`src/rtl/uart_pkg.sv`:
```
// Shared definitions for the UART receive path: receiver state encoding,
// parity mode encodings and the expected-parity helper.
package uart_pkg;

   typedef enum logic [2:0] {
      IDLE  = 3'd0,
      START = 3'd1,
      DATA  = 3'd2,
      PAR   = 3'd3,
      STOP  = 3'd4
   } rxState_e;

   typedef enum logic [1:0] {
      NONE = 2'd0,
      ODD  = 2'd1,
      EVEN = 2'd2
   } parity_e;

   // Value the parity bit must carry so that data plus parity has the
   // requested number of ones (odd or even).
   function automatic logic expParity(input logic [7:0] data, input parity_e mode);
      logic p;
      p = ^data;
      if (mode == ODD) begin
         p = ~p;
      end
      return p;
   endfunction

endpackage

```
`src/rtl/uart_rx_core.sv`:
```
// Byte-level UART receiver: input synchroniser, start/data/parity/stop
// sequencing and bit-centre timing. Reports each finished frame as exactly
// one of byteOk_o, frameErr_o or parityErr_o, on the stop-bit sample cycle.
module uart_rx_core
   import uart_pkg::*;
#(
   parameter int CLK_GOAL = 434,
   parameter int PARITY   = 0
) (
   input  logic       clk,
   input  logic       rst_n,
   input  logic       rxd_i,
   output logic [7:0] rxByte_o,
   output logic       byteOk_o,
   output logic       frameErr_o,
   output logic       parityErr_o
);

   localparam int            CW      = $clog2(CLK_GOAL + 1);
   localparam logic [CW-1:0] FULL_M1 = CW'(CLK_GOAL - 1);
   localparam logic [CW-1:0] HALF_M1 = CW'(CLK_GOAL / 2 - 1);
   localparam parity_e       PMODE   = parity_e'(PARITY);

   logic          sync1_q;
   logic          sync2_q;
   logic          rxdPrev_q;
   rxState_e      state_q,   state_d;
   logic [CW-1:0] clkCnt_q,  clkCnt_d;
   logic [2:0]    bitIdx_q,  bitIdx_d;
   logic [7:0]    shift_q,   shift_d;
   logic          parBad_q,  parBad_d;
   logic          errWait_q, errWait_d;

   // Two-flop synchroniser plus one extra stage so a falling edge can be seen;
   // all stages rest at the idle-high line level.
   always_ff @(posedge clk or negedge rst_n) begin
      if (!rst_n) begin
         sync1_q   <= 1'b1;
         sync2_q   <= 1'b1;
         rxdPrev_q <= 1'b1;
      end else begin
         sync1_q   <= rxd_i;
         sync2_q   <= sync1_q;
         rxdPrev_q <= sync2_q;
      end
   end

   // Receiver state, bit-timing counter and assembled byte.
   always_ff @(posedge clk or negedge rst_n) begin
      if (!rst_n) begin
         state_q   <= IDLE;
         clkCnt_q  <= '0;
         bitIdx_q  <= '0;
         shift_q   <= '0;
         parBad_q  <= 1'b0;
         errWait_q <= 1'b0;
      end else begin
         state_q   <= state_d;
         clkCnt_q  <= clkCnt_d;
         bitIdx_q  <= bitIdx_d;
         shift_q   <= shift_d;
         parBad_q  <= parBad_d;
         errWait_q <= errWait_d;
      end
   end

   // Frame sequencing: the start bit is checked at its centre, every later
   // bit one bit time after the previous sample. A parity mismatch is only
   // remembered until the stop bit so each frame raises a single outcome,
   // and a bad stop bit parks in STOP until the line goes high again.
   always_comb begin
      state_d     = state_q;
      clkCnt_d    = clkCnt_q + 1'b1;
      bitIdx_d    = bitIdx_q;
      shift_d     = shift_q;
      parBad_d    = parBad_q;
      errWait_d   = errWait_q;
      byteOk_o    = 1'b0;
      frameErr_o  = 1'b0;
      parityErr_o = 1'b0;
      case (state_q)
         IDLE: begin
            clkCnt_d  = '0;
            bitIdx_d  = '0;
            parBad_d  = 1'b0;
            errWait_d = 1'b0;
            if (rxdPrev_q && !sync2_q) begin
               state_d = START;
            end
         end
         START: begin
            if (clkCnt_q == HALF_M1) begin
               clkCnt_d = '0;
               state_d  = sync2_q ? IDLE : DATA;
            end
         end
         DATA: begin
            if (clkCnt_q == FULL_M1) begin
               clkCnt_d = '0;
               shift_d  = {sync2_q, shift_q[7:1]};
               bitIdx_d = bitIdx_q + 3'd1;
               if (bitIdx_q == 3'd7) begin
                  state_d = (PMODE != NONE) ? PAR : STOP;
               end
            end
         end
         PAR: begin
            if (clkCnt_q == FULL_M1) begin
               clkCnt_d = '0;
               parBad_d = (sync2_q != expParity(shift_q, PMODE));
               state_d  = STOP;
            end
         end
         STOP: begin
            if (errWait_q) begin
               clkCnt_d = '0;
               if (sync2_q) begin
                  state_d = IDLE;
               end
            end else if (clkCnt_q == FULL_M1) begin
               clkCnt_d = '0;
               if (!sync2_q) begin
                  frameErr_o = 1'b1;
                  errWait_d  = 1'b1;
               end else begin
                  state_d = IDLE;
                  if (parBad_q) begin
                     parityErr_o = 1'b1;
                  end else begin
                     byteOk_o = 1'b1;
                  end
               end
            end
         end
         default: begin
            state_d = IDLE;
         end
      endcase
   end

   assign rxByte_o = shift_q;

endmodule

```
`src/rtl/uart_rx_packer.sv`:
```
// Packs received UART bytes into BYTES-wide words. Holds the partial word,
// publishes a complete word with a one-cycle valid pulse, drops partial
// words on line errors or when the line stays idle too long.
module uart_rx_packer
   import uart_pkg::*;
#(
   parameter int CLK_F         = 50_000_000,
   parameter int UART_BPS      = 115200,
   parameter int CLK_GOAL      = CLK_F / UART_BPS,
   parameter int BYTES         = 8,
   parameter int MSB_FIRST     = 0,
   parameter int PARITY        = 0,
   parameter int TIMEOUT_BYTES = 4
) (
   input  logic                         clk,
   input  logic                         rst_n,
   input  logic                         uart_rxd,
   output logic [8*BYTES-1:0]           data_out,
   output logic                         data_valid,
   output logic                         frame_err,
   output logic                         parity_err,
   output logic                         timeout_err,
   output logic [$clog2(BYTES+1)-1:0]   byte_cnt
);

   localparam int             BCW        = $clog2(BYTES + 1);
   localparam int             FRAME_BITS = (PARITY != 0) ? 11 : 10;
   localparam int             TO_LIMIT   = TIMEOUT_BYTES * FRAME_BITS * CLK_GOAL;
   localparam int             ICW        = $clog2(TO_LIMIT + 2);
   localparam logic [ICW-1:0] TO_LAST    = ICW'((TO_LIMIT > 0) ? (TO_LIMIT - 1) : 0);
   localparam logic [BCW-1:0] LAST_SLOT  = BCW'(BYTES - 1);

   logic [7:0]         rxByte;
   logic               byteOk;
   logic               frameErrRaw;
   logic               parityErrRaw;

   logic [BCW-1:0]     byteCnt_q,    byteCnt_d;
   logic [8*BYTES-1:0] wordBuf_q,    wordBuf_d;
   logic [8*BYTES-1:0] dataOut_q,    dataOut_d;
   logic               dataValid_q,  dataValid_d;
   logic               frameErr_q,   frameErr_d;
   logic               parityErr_q,  parityErr_d;
   logic               timeoutErr_q, timeoutErr_d;
   logic [ICW-1:0]     idleCnt_q,    idleCnt_d;
   logic [8*BYTES-1:0] wordPlaced;
   logic               timeoutHit;

   uart_rx_core #(
      .CLK_GOAL (CLK_GOAL),
      .PARITY   (PARITY)
   ) u_core (
      .clk         (clk),
      .rst_n       (rst_n),
      .rxd_i       (uart_rxd),
      .rxByte_o    (rxByte),
      .byteOk_o    (byteOk),
      .frameErr_o  (frameErrRaw),
      .parityErr_o (parityErrRaw)
   );

   // Packer, idle counter and output registers; everything visible on the
   // ports comes straight from these flops.
   always_ff @(posedge clk or negedge rst_n) begin
      if (!rst_n) begin
         byteCnt_q    <= '0;
         wordBuf_q    <= '0;
         dataOut_q    <= '0;
         dataValid_q  <= 1'b0;
         frameErr_q   <= 1'b0;
         parityErr_q  <= 1'b0;
         timeoutErr_q <= 1'b0;
         idleCnt_q    <= '0;
      end else begin
         byteCnt_q    <= byteCnt_d;
         wordBuf_q    <= wordBuf_d;
         dataOut_q    <= dataOut_d;
         dataValid_q  <= dataValid_d;
         frameErr_q   <= frameErr_d;
         parityErr_q  <= parityErr_d;
         timeoutErr_q <= timeoutErr_d;
         idleCnt_q    <= idleCnt_d;
      end
   end

   // Word assembly. Line errors beat everything, an accepted byte beats a
   // simultaneous timeout (and restarts the idle count), and only a finished
   // word is copied to the output so partial data never shows on data_out.
   always_comb begin
      wordPlaced = wordBuf_q;
      for (int k = 0; k < BYTES; k++) begin
         if (byteCnt_q == BCW'(k)) begin
            wordPlaced[8*((MSB_FIRST != 0) ? (BYTES - 1 - k) : k) +: 8] = rxByte;
         end
      end

      timeoutHit   = (TIMEOUT_BYTES != 0) && (byteCnt_q != '0) && (idleCnt_q == TO_LAST);
      byteCnt_d    = byteCnt_q;
      wordBuf_d    = wordBuf_q;
      dataOut_d    = dataOut_q;
      dataValid_d  = 1'b0;
      frameErr_d   = 1'b0;
      parityErr_d  = 1'b0;
      timeoutErr_d = 1'b0;
      idleCnt_d    = (byteCnt_q != '0) ? (idleCnt_q + 1'b1) : '0;

      if (frameErrRaw || parityErrRaw) begin
         byteCnt_d   = '0;
         idleCnt_d   = '0;
         frameErr_d  = frameErrRaw;
         parityErr_d = parityErrRaw;
      end else if (byteOk) begin
         idleCnt_d = '0;
         if (byteCnt_q == LAST_SLOT) begin
            dataOut_d   = wordPlaced;
            dataValid_d = 1'b1;
            byteCnt_d   = '0;
         end else begin
            wordBuf_d = wordPlaced;
            byteCnt_d = byteCnt_q + 1'b1;
         end
      end else if (timeoutHit) begin
         byteCnt_d    = '0;
         idleCnt_d    = '0;
         timeoutErr_d = 1'b1;
      end
   end

   assign data_out    = dataOut_q;
   assign data_valid  = dataValid_q;
   assign frame_err   = frameErr_q;
   assign parity_err  = parityErr_q;
   assign timeout_err = timeoutErr_q;
   assign byte_cnt    = byteCnt_q;

endmodule
```
`config.mk`:
```
export PLATFORM = sky130hd
export DESIGN_NAME = uart_rx_packer
export DESIGN_NICKNAME = d
export VERILOG_FILES = /design/src/rtl/uart_pkg.sv /design/src/rtl/uart_rx_core.sv /design/src/rtl/uart_rx_packer.sv
export SDC_FILE = /design/constraint.sdc
export NUM_CORES = 1
export LEC_CHECK = 0
export ABC_CLOCK_PERIOD_IN_PS = 2620
export BUFFER_PORTS_ARGS = -buffer_cell sky130_fd_sc_hd__clkbuf_2
export CORE_MARGIN = 2
export CORE_UTILIZATION = 55
export CTS_BUF_LIST = sky130_fd_sc_hd__clkbuf_4
export DETAILED_ROUTE_END_ITERATION = 12
export GPL_ROUTABILITY_DRIVEN = 0
export PLACE_DENSITY = 0.82
export SLEW_MARGIN = 30
export SYNTH_ARGS = -nofsm -noshare
export SYNTH_HDL_FRONTEND = slang
export SYNTH_SLANG_ARGS = --single-unit
```
`constraint.sdc`:
```
create_clock -name clk -period 2.62 [get_ports clk]
set_input_delay 0.524 -clock clk [delete_from_list [all_inputs] [get_ports clk]]
set_output_delay 0.524 -clock clk [all_outputs]
set_load 0.005 [all_outputs]
```
==> Word-level counts from Yosys, hierarchy flattened <==
Cells that the tools add are included.
{ "word_totals": {"memories": 0, "word_cells": 122, "latch_bits": 0, "input_bits": 3, "output_inout_bits": 72, "mem_bits_rw": 0, "rom_bits": 0, "register_bits": 179} }
{ "op_classes": {"n_reduce_logical": 19, "n_addsub": 4, "n_div": 0, "n_mux": 58, "bitwise": 2, "eq_ne": 22, "shift": 0, "n_lt_le_gt_ge": 0, "n_mul": 0} }
{ "ops": {"columns": ["op", "n"], "rows": [
  ["$mux 8", 8],
  ["$mux 15", 4],
  ["$pmux 9 s4", 1],
  ["$mux 3", 9],
  ["$mux 9", 3],
  ["$mux 1", 24],
  ["$eq 4x3->1 const B", 4],
  ["$mux 4", 4],
  ["$add 15x1->15 const B", 1],
  ["$eq 15x15->1 const B", 1],
  ["$pmux 3 s5", 1],
  ["$ne 2x1->1 const B", 5],
  ["$add 9x1->9 const B", 1],
  ["$eq 9x8->1 const B", 1],
  ["$eq 9x9->1 const B", 1],
  ["$eq 4x2->1 const B", 2],
  ["$reduce_xor 8->1", 1],
  ["$eq 3x2->1 const B", 2],
  ["$eq 3x3->1 const B", 2],
  ["$pmux 3 s2", 1],
  ["$reduce_and 2->1", 3],
  ["$reduce_and 3->1", 2],
  ["$reduce_and 6->1", 1],
  ["$reduce_bool 2->1", 3],
  ["other kinds (17)", 20]
]} }

==> Depth between registers and ports, before layout <==
Gate-level depths: netlist of the first run.
{ "depth": {"word_depth": 8, "mapped_depth": 9, "depth_no_buf": 6} }

==> Cells and area by module <==
A second synthesis of the first run with hierarchy kept.
{ "unflattened": {"cells_unflattened": 629, "hier_area_um2": 7433.4} }
{ "by_module_without_submodules": {"columns": ["mod", "seq_area_each_um2", "instances", "cells_each", "area_each_um2"], "rows": [
  ["uart_rx_packer", 3578.4, 1, 502, 5934.4],
  ["uart_rx_core", 704.4, 1, 127, 1498.9]
]} }

==> Least setup slack after synthesis of the first run <==
No wires, ideal clock.
{ "synth_path": {"path_kind": "register to register", "start": "register byteCnt_q[0] (netlist: byte_cnt[0])", "end": "register wordBuf_q[16]", "t_arrival_ns": 2.103, "required_time_ns": 2.495, "setup_time_ns": 0.125, "path_buffers": 2, "setup_slack_ns": 0.392, "path_stages_with_launch": 8, "period_less_slack_ns": 2.228, "path_cell_list": "dfrtp_1 -> inv_1 -> ha_1 -> buf_2 -> and2_1 -> clkbuf_1 -> nand3b_1 -> mux2_2"} }
{ "synth_via": {"elab_chain_cells": 3, "word_cells_on_any_way": 5, "classes_between": "2 x eq/ne; 1 x mux; 1 x bitwise; 1 x reduce/logical"} }
{ "synth_rtl": {"columns": ["element", "line_no", "text"], "rows": [
  ["start, declared", "uart_rx_packer.sv:38", "logic [BCW-1:0] byteCnt_q, byteCnt_d;"],
  ["start signal, assigned", "uart_rx_packer.sv:75", "byteCnt_q <= byteCnt_d;"],
  ["$eq 4x3->1", "uart_rx_packer.sv:114", "if (byteCnt_q == LAST_SLOT) begin"],
  ["$not 1->1 (no line)", null, null],
  ["$reduce_and 3->1 (no line)", null, null],
  ["end signal, assigned", "uart_rx_packer.sv:76", "wordBuf_q <= wordBuf_d;"],
  ["end, declared", "uart_rx_packer.sv:39", "logic [8*BYTES-1:0] wordBuf_q, wordBuf_d;"]
]} }
Several ways; a longest one is shown, not always the timed one.
A chain may end at the register's enable or synchronous reset.

==> Worst setup path after layout of the first run <==
{ "layout_path": {"start": "register u_core.state_q[1]", "end": "register wordBuf_q[1]"} }
{ "layout_via": {"elab_chain_cells": 5, "word_cells_on_any_way": 7, "classes_between": "1 x eq/ne; 3 x mux; 1 x bitwise; 2 x reduce/logical"} }
{ "layout_rtl": {"columns": ["element", "line_no", "text"], "rows": [
  ["start, declared", "uart_rx_core.sv:27", "rxState_e state_q, state_d;"],
  ["start signal, assigned", "uart_rx_core.sv:58", "state_q <= state_d;"],
  ["$eq 3x3->1 *", "uart_rx_core.sv:81", "case (state_q)"],
  ["$mux 1", "uart_rx_core.sv:81", null],
  ["$logic_or 1x1->1", "uart_rx_packer.sv:107", "if (frameErrRaw || parityErrRaw) begin"],
  ["$not 1->1 (no line)", null, null],
  ["$reduce_and 3->1 (no line) *", null, null]
]} }
Every way passes the cells marked *; elsewhere a longest branch is shown, timed or not.

==> flow_summary_export.csv, run 1 <==
group,metric,value,unit
sta,finalCritPeriodShare,0.892,
grt,antenna_found_initial,1,
synth,synthMuxAreaShare,0.182,
worst_hold_path,hold_path.class,"reg2reg",
floorplanning,die_h,123,µm
sta,fin_crit,2.34,ns
setup_path,max_stage_delay,0.54,ns
setup_path,timing.critical_path.slowest_stage_cell,"or3b_1",
synth,seq_area_frac_synth,0.548,
run_status,status,"complete, no violations",
worst_hold_path,worstHoldPathCells,0,
drt,vias_per_cell,5.80,
synth,ys.flop_type,"dfrtp_1",
power_and_ir_drop,power_density,539,mW/mm²
synth,synth_seq_cells,171,
setup_path,worstPathCellList,"nor4b_4 > nand4_2 > buf_4 > or3b_1 > mux2_2",
drt,final_antenna_net_count,0,
setup_path,worstReg2RegStart,"u_core.state_q[1]$_DFFE_PN0P_",
synth,ys_warn_count,0,
setup_path,required,3.10,ns
grt,grt_util_met1,0.303,
setup_path,critical_path_buf_inv_count,1,
worst_hold_path,min-delay-start,"u_core.sync1_q$_DFF_PN1_",
power_and_ir_drop,p_total,0.00471,W
synth,synthDominantCellAreaShare,0.538,
floorplanning,rows,43,
synth,synth_top_family_by_area,"multiplexers",
setup_path,cp_num_cells,5,
grt,grt_pass1_vias,5368,
synth,synth_compound_area_frac,0.0963,
grt,use_met3,0.0397,
clocking,clockBufferDepth,2,
clocking,cts_buffers,17,
floorplanning,start_util,0.563,
floorplanning,io_pins,75,
setup_path,path_class,"reg2reg",
synth,synthTopCellsByCount,"dfrtp_1 (168), o21ai_0 (118), mux2_2 (74)",
clocking,cts_tree,"built",
grt,groute.usage.overall,0.230,
sta,fin_skew,0.0210,ns
floorplanning,chipWidth,123,µm
sta,drv_slew,0,
drt,wl_per_cell,18.0,µm
clocking,cts.sinks,171,
synth,async_reset_ff_frac,1.00,
setup_path,end_kind,"flip-flop",
clocking,htree_levels,4,
final_layout,drive_gt1_frac,0.300,
synth,yosysMostFrequentCell,"dfrtp_1",
sta,worst_pin_slew,0.828,ns
drt,drcViolationCount,0,
clocking,cts_root_buffer,"clkbuf_4",
floorplanning,die_area,0.0152,mm²
final_layout,multi_input_area,0.00328,mm²
grt,grt_overflow,0,
setup_path,critPathTopFamily,"simple AND/OR/NAND/NOR gates",
drt,drt-total-wl,16500,µm
placed_design,hpwl,11100,µm
sta,slew_headroom,0.448,
grt,grt_pass1_wl,27000,µm
synth,yosys.area_share.simple,0.0958,
synth,yosysUniqueCellTypes,58,
synth,syn_nets,668,
synth,synth_area,0.00781,mm²
setup_path,worstSetupStartpointType,"flip-flop",
power_and_ir_drop,p_leak,4.15,nW
sta,max_freq,428,MHz
synth,syn_inst,655,
final_layout,syn_to_final_growth,11.9,%
floorplanning,core,0.0139,mm²
synth,synthXorXnorAreaFrac,0.0287,
placed_design,port_buffers,74,
sta,timing.hold.ws,0.369,ns
sta,hold_viol_final,0,
grt,met2_usage,0.382,
drt,drt-pass1-iter-count,5,
drt,num_vias,5319,
clocking,clkTransAtPathRegs,0.13,ns
setup_path,ff2ff_path_depth,5,
final_layout,fin_nets,736,
synth,synth_edf_count,0,
sta,finalSetupViolations,0,
sta,rsz0062_at_grt,"false",
clocking,clock_latency,0.60,ns
grt,grt_busiest_layer,"met2",
power_and_ir_drop,ir_drop,0.266,mV
final_layout,ff_latch_area,0.00428,mm²
drt,drtIter0Drc,463,
setup_path,cp_max_fo,33,
synth,synth_top_area_cell,"dfrtp_1",
synth,yosys.area_share.adder,0.0160,
synth,avgSynthCellArea,11.9,µm²
flow_run,drv_cap,0,
synth,synth_area_leaders,"dfrtp_1 (54%), mux2_2 (11%), mux2i_1 (7.6%)",
final_layout,num-fill-cells,1087,
setup_path,startpoint,"u_core.state_q[1]$_DFFE_PN0P_",
setup_path,cp_data_arrival_time,2.82,ns
sta,fin_tns_setup,0,ns
grt,grt_max_degree,119,
-- worst register-to-register path: stages (launching register included) --
cell	delay, ns
dfrtp_1	0.51
nor4b_4	0.44
nand4_2	0.16
buf_4	0.25
or3b_1	0.54
mux2_2	0.34
-- sequential cells by signal (all words and copies together), names as in the netlist, 3 cells and up --
register / cells
wordBuf_q: 56
u_core.bitIdx_q: 3
idleCnt_q: 15
u_core.rxByte_o: 8
u_core.clkCnt_q: 9
byte_cnt: 4
u_core.state_q: 3
data_out: 64
-- repair_timing --
item | CTS | global route
buffers inserted | 0 | 0
gates resized for setup | 0 | 0
hold endpoints to repair | 53 | 0
hold buffers | 2 | 0
-- power by group --
part           total (W)  switching (W)  leakage [nW]  internal (W)
logic           0.000380       0.000225          1.61      0.000155
clock network    0.00159       0.000918         0.164      0.000677
registers        0.00274      0.0000588          2.37       0.00268
total            0.00471        0.00120          4.15       0.00351
-- layer usage --
metal / part of all wire / up-vias / wire length [µm]
li1: - / 2476 / -
met1: 0.43 / 2706 / 7140
met2: 0.51 / 106 / 8410
met3: 0.037 / 31 / 604
met4: 0.019 / 0 / 320
met5: 0 / - / 0
-- layout by cell type, fill, tap and decap left out, types with 6 or more instances in the layout --
cell	instances
nand2_1	14
mux2_2	74
nand4_1	8
buf_4	25
nand3_1	11
clkbuf_4	18
mux2i_1	59
xnor2_1	13
o21ai_0	118
ha_1	10
dfrtp_1	168
nor3_1	17
clkbuf_2	73
xor2_1	10
and3_1	6
inv_1	8
nor2_1	19
-- cell type report --
| type | count | share of cell area |
|---|---|---|
| Clock buffer | 18 | 0.0155 |
| Inverter | 8 | 0.00343 |
| Sequential cell | 171 | 0.490 |
| Antenna cell | 1 | 0.000286 |
| Tap cell | 180 | 0.0258 |
| Multi-Input combinational cell | 422 | 0.375 |
| Timing Repair Buffer | 103 | 0.0714 |
| Clock inverter | 14 | 0.0190 |
-- per-stage QoR --
| stage | area, µm² | instances | setup slack (ns) | util |
|---|---|---|---|---|
| after detailed placement | 8420 | 882 | 0.265 | 0.607 |
| final | 8740 | 917 | 0.282 | 0.630 |
| after global routing | 8740 | 917 | 0.111 | 0.630 |
| after CTS | 8740 | 916 | 0.265 | 0.630 |
| after floorplan | 7810 | 655 | 0.392 | - |
| after global placement | 8420 | 882 | 0.346 | 0.607 |
-- cell families (layout without fill, tap and decap cells) --
| logic type | Yosys count | in the layout |
|---|---|---|
| AO/OA/AOI/OAI | 138 | 138 |
| XOR/XNOR | 24 | 24 |
| adder cells (fa/ha/maj) | 10 | 10 |
| buffers and inverters | 62 | 143 |
| flip-flops | 171 | 171 |
| multiplexers | 133 | 133 |
| other | 0 | 1 |
| AND/OR/NAND/NOR | 117 | 117 |
-- final timing paths --
check,endpoint,slack (ns)
worst max-delay path,wordBuf_q[1]$_DFFE_PN0P_,0.28
worst min-delay path,u_core.sync2_q$_DFF_PN1_,0.37
worst max register to register,wordBuf_q[1]$_DFFE_PN0P_,0.28
worst min register to register,u_core.sync2_q$_DFF_PN1_,0.37
max in group asynchronous,u_core.parBad_q$_DFFE_PN0P_,1.58
min in group asynchronous,data_out[8]$_DFFE_PN0P_,0.45
Note: power is estimated with default switching activity, not from simulation.
==> run 2, diff against run 1 <==
--- a/config.mk
+++ b/config.mk
@@ -9,11 +9,13 @@
 export BUFFER_PORTS_ARGS = -buffer_cell sky130_fd_sc_hd__clkbuf_2
 export CORE_MARGIN = 2
 export CORE_UTILIZATION = 55
-export CTS_BUF_LIST = sky130_fd_sc_hd__clkbuf_4
+export CTS_BUF_LIST = sky130_fd_sc_hd__clkbuf_16
 export DETAILED_ROUTE_END_ITERATION = 12
 export GPL_ROUTABILITY_DRIVEN = 0
+export MAX_ROUTING_LAYER = met4
 export PLACE_DENSITY = 0.82
 export SLEW_MARGIN = 30
 export SYNTH_ARGS = -nofsm -noshare
 export SYNTH_HDL_FRONTEND = slang
 export SYNTH_SLANG_ARGS = --single-unit
+export TNS_END_PERCENT = 100
==> run 2 against run 1 <==
Against the previous run:
- count of clock-buffer cells in the layout decreased by 1
- critical path type unchanged
- clock skew fell by 0.011 ns
- sequential share of layout area down 1.5 points
- first-iteration DRC count fell by 11%
- hold slack lost 0.30 ns
- critical endpoint is now wordBuf_q[44]$_DFFE_PN0P_
- clock power up 60%
- design area increased by 3.1%
==> flow_summary_export.csv, run 2 (synthesis gave the netlist of run 1 again) <==
group,metric,value,unit
setup_path,cp_max_fo,8,
power_and_ir_drop,power_density,628,mW/mm²
drt,final_antenna_net_count,0,
drt,drt-pass1-iter-count,5,
drt,wl_per_cell,18.7,µm
final_layout,final_cell_mix,"dfrtp_1 (168), o21ai_0 (118), mux2_2 (74), clkbuf_2 (73), mux2i_1 (59)",
power_and_ir_drop,p_leak,4.27,nW
clocking,ctsResizeCount,0,
clocking,cts_buffers,17,
floorplanning,start_util,0.563,
drt,drt-total-wl,17100,µm
floorplanning,io_pins,75,
flow_run,drv_cap,0,
sta,fin_tns_setup,0,ns
sta,finalSetupViolations,0,
floorplanning,core,0.0139,mm²
grt,met2_usage,0.397,
final_layout,fin_nets,734,
drt,vias_per_cell,5.83,
drt,drcViolationCount,0,
final_layout,num-fill-cells,1044,
drt,num_vias,5331,
grt,use_met3,0.0443,
final_layout,largest_reg_flops,64,
setup_path,worstSetupStartpointType,"flip-flop",
placed_design,hpwl,11100,µm
floorplanning,chipWidth,123,µm
grt,grt_overflow,0,
sta,fin_crit,2.37,ns
floorplanning,rows,43,
final_layout,final_common_cell,"dfrtp_1",
setup_path,cp_data_arrival_time,2.68,ns
grt,grt_util_met1,0.310,
clocking,cts_tree,"built",
sta,finalCritPeriodShare,0.903,
grt,antenna_found_initial,0,
grt,groute.usage.overall,0.246,
sta,finalWorstSetupSlack,0.254,ns
placed_design,pre_cts_ws,0.265,ns
sta,drv_slew,0,
clocking,clock_latency,0.43,ns
worst_hold_path,hold_path.class,"in2async",
sta,hold_viol_final,0,
setup_path,required,2.94,ns
placed_design,port_buffers,74,
grt,grt_busiest_layer,"met2",
clocking,clkTransAtPathRegs,0.07,ns
final_layout,diodes,0,
final_layout,syn_to_final_growth,15.4,%
clocking,cts_root_buffer,"clkbuf_16",
grt,grt_pass1_wl,27900,µm
sta,slew_headroom,0.469,
floorplanning,die_area,0.0152,mm²
sta,max_freq,423,MHz
run_status,status,"complete, no violations",
sta,worst_pin_slew,0.796,ns
grt,grt_max_degree,119,
sta,timing.hold.ws,0.0643,ns
drt,drtIter0Drc,414,
clocking,clockBufferDepth,2,
floorplanning,die_h,123,µm
final_layout,drive_gt1_frac,0.300,
sta,rsz0062_at_grt,"false",
clocking,cts.sinks,171,
clocking,htree_levels,4,
setup_path,path_class,"reg2reg",
sta,fin_skew,0.00973,ns
power_and_ir_drop,ir_drop,0.454,mV
setup_path,end_kind,"flip-flop",
clocking,postCtsHoldBufs,0,
clocking,cts_setup_buffers,0,
grt,grt_pass1_vias,5479,
==> run 2: changes by cell type in the layout (fill, tap and decap cells not counted), sizes merged <==
cell         previous run  this run
inv                    12        13
clkbuf                 91        90
dlygate4sd3             2         0
diode                   1         0
==> run 2: worst max-delay path: stages, from the launching register on <==
cell and delay (ns):
dfrtp_1 0.40, inv_1 0.09, ha_1 0.17, and4b_1 0.24
buf_4 0.16, nand3_4 0.14, nor4_4 0.62, mux2_2 0.42
==> run 2: path summary, 6_finish.rpt <==
path	slack (ns)	depth (start not counted)	from	end
max in group asynchronous	1.99	2	rst_n	u_core.parBad_q$_DFFE_PN0P_
setup reg to reg	0.25	7	u_core.clkCnt_q[1]$_DFF_PN0_	wordBuf_q[44]$_DFFE_PN0P_
hold reg to reg	0.36	0	u_core.sync1_q$_DFF_PN1_	u_core.sync2_q$_DFF_PN1_
setup / recovery	0.25	7	u_core.clkCnt_q[1]$_DFF_PN0_	wordBuf_q[44]$_DFFE_PN0P_
min in group clk	0.18	1	uart_rxd	u_core.sync1_q$_DFF_PN1_
hold / removal	0.06	2	rst_n	data_out[8]$_DFFE_PN0P_
==> run 2: report_power, final <==
part           total, W  switching [W]  internal (W)
combinational  0.000379       0.000226      0.000153
sequential      0.00274      0.0000601       0.00268
clock           0.00254        0.00104       0.00150
==> run 2: routing by layer <==
metal | wire length [µm] | up-vias
met3 | 661 | 28
met4 | 350 | 0
met5 | 0 | -
met2 | 8780 | 132
li1 | - | 2472
met1 | 7290 | 2699
==> run 2: layout make-up <==
cell class	instances	area (µm²)	area share
repair buffers	101	604	0.0670
well taps	180	225	0.0250
multi-input cells	422	3280	0.364
inverters	8	30.0	0.00333
clock buffers	17	425	0.0472
clock inverters	15	170	0.0189
flip-flops and latches	171	4280	0.475
==> run 2: stage by stage <==
step	cell area [µm²]	instances	total power (W)	util
3_3_place_gp	8420	882	0.00314	0.607
2_1_floorplan	7810	655	0.00303	-
4_1_cts	9020	914	0.00569	0.650
6_report	9020	914	0.00566	0.650
3_5_place_dp	8420	882	0.00317	0.607
5_1_grt	9020	914	0.00585	0.650
